`config.mk`:
```
export PLATFORM = sky130hd
export DESIGN_NAME = modexp_ctrl
export DESIGN_NICKNAME = d
export VERILOG_FILES = /design/src/rtl/modexp_ctrl.sv
export SDC_FILE = /design/constraint.sdc
export NUM_CORES = 1
export LEC_CHECK = 0
export ABC_AREA = 1
export BUFFER_PORTS_ARGS = -buffer_cell sky130_fd_sc_hd__buf_2
export CORE_ASPECT_RATIO = 0.7
export CORE_MARGIN = 4
export CORE_UTILIZATION = 54
export DETAILED_ROUTE_END_ITERATION = 8
export PLACE_DENSITY = 0.82
export SKIP_CTS_REPAIR_TIMING = 1
export SYNTH_ARGS = -nofsm -noshare
export SYNTH_HDL_FRONTEND = slang
export SYNTH_SLANG_ARGS = --single-unit
```
`constraint.sdc`:
```
create_clock -name clk -period 1.7 [get_ports clk]
set_input_delay 0.085 -clock clk [delete_from_list [all_inputs] [get_ports clk]]
set_output_delay 0.085 -clock clk [all_outputs]
set_load 0.1 [all_outputs]
```
`src/rtl/modexp_ctrl.sv`:
```
// rtl/modexp_ctrl.sv - right-to-left square-and-multiply sequencer driving one modmult unit
//
// Computes result = base^exponent mod modulus by issuing one multiplication
// at a time to an external modmult datapath.
//
// Ports:
//   clk, reset          clock (rising edge) and synchronous active-low reset
//   start               request strobe, sampled only while idle
//   base/exponent/modulus  request operands, latched on an accepted start
//   busy                high from the cycle after an accepted start until done
//   done                one-cycle pulse, result valid in the same cycle
//   result              final value, held until the next accepted start
//   mm_mpand/mm_mplier/mm_modulus  modmult operands, stable until the product returns
//   mm_ds               modmult start strobe, one cycle per multiplication
//   mm_ready/mm_product modmult completion level and product
module modexp_ctrl #(
  parameter int MPWID = 32
) (
  input  logic             clk,
  input  logic             reset,
  input  logic             start,
  input  logic [MPWID-1:0] base,
  input  logic [MPWID-1:0] exponent,
  input  logic [MPWID-1:0] modulus,
  output logic             busy,
  output logic             done,
  output logic [MPWID-1:0] result,
  output logic [MPWID-1:0] mm_mpand,
  output logic [MPWID-1:0] mm_mplier,
  output logic [MPWID-1:0] mm_modulus,
  output logic             mm_ds,
  input  logic             mm_ready,
  input  logic [MPWID-1:0] mm_product
);

  typedef enum logic [3:0] {
    IDLE,
    CHECK,
    MUL_ISSUE,
    MUL_GUARD,
    MUL_WAIT,
    SQR_ISSUE,
    SQR_GUARD,
    SQR_WAIT,
    FINISH
  } state_t;

  localparam logic [MPWID-1:0] ONE = {{(MPWID-1){1'b0}}, 1'b1};

  state_t           state;
  logic [MPWID-1:0] acc;  // running result
  logic [MPWID-1:0] sq;   // running square of base
  logic [MPWID-1:0] e;    // remaining exponent bits, consumed LSB first
  logic [MPWID-1:0] m;    // latched modulus

  // Outputs are registered: every transition into an ISSUE state loads the
  // operands and raises mm_ds together, and every transition into FINISH
  // loads result and raises done, so both are valid during that state.
  always_ff @(posedge clk) begin
    if (!reset) begin
      state      <= IDLE;
      acc        <= '0;
      sq         <= '0;
      e          <= '0;
      m          <= '0;
      busy       <= 1'b0;
      done       <= 1'b0;
      result     <= '0;
      mm_mpand   <= '0;
      mm_mplier  <= '0;
      mm_modulus <= '0;
      mm_ds      <= 1'b0;
    end else begin
      mm_ds <= 1'b0;
      done  <= 1'b0;
      case (state)
        IDLE: begin
          if (start) begin
            acc   <= ONE;
            sq    <= base;
            e     <= exponent;
            m     <= modulus;
            busy  <= 1'b1;
            state <= CHECK;
          end
        end

        CHECK: begin
          if (e == '0) begin
            result <= acc;
            done   <= 1'b1;
            busy   <= 1'b0;
            state  <= FINISH;
          end else if (e[0]) begin
            mm_mpand   <= acc;
            mm_mplier  <= sq;
            mm_modulus <= m;
            mm_ds      <= 1'b1;
            state      <= MUL_ISSUE;
          end else begin
            mm_mpand   <= sq;
            mm_mplier  <= sq;
            mm_modulus <= m;
            mm_ds      <= 1'b1;
            state      <= SQR_ISSUE;
          end
        end

        MUL_ISSUE: state <= MUL_GUARD;

        // mm_ready may still show the previous product here; it is not trusted.
        MUL_GUARD: state <= MUL_WAIT;

        MUL_WAIT: begin
          if (mm_ready) begin
            acc <= mm_product;
            if (e[MPWID-1:1] == '0) begin
              // Last set bit consumed: the trailing square would be unused.
              result <= mm_product;
              done   <= 1'b1;
              busy   <= 1'b0;
              state  <= FINISH;
            end else begin
              mm_mpand   <= sq;
              mm_mplier  <= sq;
              mm_modulus <= m;
              mm_ds      <= 1'b1;
              state      <= SQR_ISSUE;
            end
          end
        end

        SQR_ISSUE: state <= SQR_GUARD;

        SQR_GUARD: state <= SQR_WAIT;

        SQR_WAIT: begin
          if (mm_ready) begin
            sq <= mm_product;
            e  <= e >> 1;
            if (e[MPWID-1:1] == '0) begin
              result <= acc;
              done   <= 1'b1;
              busy   <= 1'b0;
              state  <= FINISH;
            end else begin
              state <= CHECK;
            end
          end
        end

        FINISH: state <= IDLE;

        default: state <= IDLE;
      endcase
    end
  end

endmodule

```
==> flow_metrics.env <==
export IMPL_status="complete, but fails checks"
export IMPL_violations="setup timing"
export IMPL_synth_cell_types=29
export IMPL_num_fill_cells=1232
export IMPL_timing_rr_end="mm_mpand[9]"
export IMPL_max_slew_margin_pct=53.3
export IMPL_final_cell_mix="nor2_1 (270), buf_2 (261), dfxtp_1 (258)"
export IMPL_final_hold_viol_count=0
export IMPL_start_util_pct=55.5
export IMPL_cts_tree="done"
export IMPL_clkSinkCount=263
export IMPL_path_max_fanout=16
export IMPL_syn2layout_area_growth_pct=41.9
export IMPL_min_path_cells=5
export IMPL_overflow=0
export IMPL_seq_area_frac_synth_pct=47.6
export IMPL_avgSynthCellArea_um2=7.34
export IMPL_wl_mm=41.1
export IMPL_dp_hpwl_mm=22.7
export IMPL_nNetsFinal=2012
export IMPL_final_common_cell="nor2_1"
export IMPL_cts_buffers=25
export IMPL_pin_count=263
export IMPL_core_area_um2=20000
export IMPL_max_cap_viol_count=0
export IMPL_clkLatencyLatePin_ns=0.53
export IMPL_grt_pass1_vias=10200
export IMPL_root_buffer="clkbuf_16"
export IMPL_rows=43
export IMPL_fp_dieH_um=128
export IMPL_syn_inst=1508
export IMPL_holdPathEnd="state[2]"
export IMPL_yosysWarnings=0
export IMPL_r2r_start="e[11]"
export IMPL_synth_area_top_cells="dfxtp_1 (48%), nor2_1 (9.8%), o21ai_0 (8.4%), nand2_1 (6.3%), a21oi_1 (6.0%)"
export IMPL_finClkSkew_ns=0.0166
export IMPL_setup_violations_final=136
export IMPL_num_vias=12400
export IMPL_firstDrtPassIters=6
export IMPL_syn_area_um2=11100
export IMPL_port_buffers=262
export IMPL_yosys_area_top_type="dfxtp_1"
export IMPL_yosysTopAreaCellShare_pct=47.6
export IMPL_placed_cell_area_um2=12800
export IMPL_avgRoutedWirePerCell_um=19.0
export IMPL_path_clk_slew_ns=0.07
export IMPL_rrSetupSlack_ns=-0.20
export IMPL_fin_area_um2=15700
export IMPL_hold_path_class="input pin to flip-flop"
export IMPL_die_w_um=179
export IMPL_required_ns=2.12
export IMPL_syn_nets=1640
export IMPL_fin_crit_ns=1.90
export IMPL_min_delay_start="start"
export IMPL_tightest_slew_ns=0.700
export IMPL_dieArea_um2=22900
export IMPL_drv_slew=0
export IMPL_ant_nets=0
export IMPL_start_kind="flip-flop"
export IMPL_drc_errors=0
export IMPL_h_tree_depth=1
export IMPL_clockBufferDepth=3
export IMPL_drive_gt1_share_pct=24.4
export IMPL_rsz0062_at_grt="yes"
export IMPL_vias_per_cell=5.70
export IMPL_endpoint_kind="flip-flop"
export IMPL_critical_path_arrival_ns=2.32
export IMPL_drtIter0Drc=1372
export IMPL_antenna_found_initial=1
export IMPL_fmax_mhz=526
export IMPL_worstSetupPathType="flip-flop to flip-flop"
export IMPL_grt_max_degree=78
export IMPL_place_congestion=0.897
export IMPL_fin_ws_ns=-0.201
export IMPL_grt_usage_pct=27.5
export IMPL_r2r_cells=11
export IMPL_grt_pass1_wl_mm=51.5
export IMPL_ys_ff_latch=263
export IMPL_period_share_pct=112
## layer usage
metal	vias up	wire length (µm)	global-route usage [%]
met5	-	0	0
met4	0	2020	8.37
met3	170	4510	5.84
met2	821	18700	43.5
met1	5641	15900	37.9
li1	5731	-	-
## per-stage QoR
stage | std cells | setup slack, ns | TNS, ns | hold WS (ns) | utilization (%)
6_report | 2168 | -0.201 | -17.30 | 0.0149 | 78.7
5_1_grt | 2168 | -0.284 | -31.24 | 0.0726 | 78.7
4_1_cts | 2015 | -0.208 | -16.32 | -0.186 | 68.4
3_5_place_dp | 1971 | -0.137 | -11.82 | 0.359 | 64.2
3_3_place_gp | 1971 | -0.0449 | -1.21 | 0.351 | 64.2
2_1_floorplan | 1508 | 0.160 | 0 | 0.232 | -
## synthesized netlist by cell type (all sizes together)
cell type and count:
a211oi 1, a21oi 133, a31oi 94, buf 44, clkbuf 80, dfxtp 263, inv 111, nand2 190
nand3 5, nand3b 33, nand4 1, nor2 294, o21ai 225, o21bai 31, o31ai 2, or2 1
## cells by family after synthesis
logic type             after synthesis  synth area share [%]
flip-flops                         263                  47.6
AO/OA/AOI/OAI                      486                  23.8
buffers and inverters              235                  9.27
AND/OR/NAND/NOR                    524                  19.4
## cell type report
class / count / area, µm² / share of cell area, %
antenna: 1 / 2.50 / 0.0159
clock buffer: 30 / 664 / 4.23
clock inverter: 14 / 183 / 1.16
inverter: 111 / 432 / 2.75
multi-input combinational: 1012 / 5120 / 32.6
sequential: 263 / 5270 / 33.6
tap: 270 / 338 / 2.15
timing repair buffer: 466 / 3680 / 23.5
timing repair inverter: 1 / 16.3 / 0.104
## registers in the layout, indices dropped and copies added, names as in the netlist, 32 cells and up
signal / flops
mm_modulus: 32
m: 32
mm_mpand: 32
result: 32
e: 32
sq: 32
mm_mplier: 32
acc: 32
## worst max-delay path, cell delays in order (launching register included)
cell and delay, ns:
dfxtp_1 0.34, nor2_1 0.13, nand2_1 0.08, nor2_1 0.19
nand2_2 0.10, nor2_4 0.16, nor2_4 0.07, nand2_4 0.12
nand2_4 0.14, clkbuf_16 0.22, o21ai_1 0.16, nor2_1 0.07
## worst max path at each step
stage,end,slack (ns),cells after the start,startpoint
3_5_place_dp,mm_mpand[9],-0.14,11,e[18]
5_1_grt,mm_mpand[9],-0.28,11,e[11]
2_1_floorplan,result[13],0.16,9,state[0]
3_3_place_gp,mm_mpand[7],-0.04,11,e[27]
4_1_cts,mm_modulus[6],-0.21,11,e[18]
6_report,mm_mpand[9],-0.20,11,e[11]
Power is left out: the tool's default activity adds up to more than one toggle a clock period on the data nets, which glitch-free logic cannot reach.
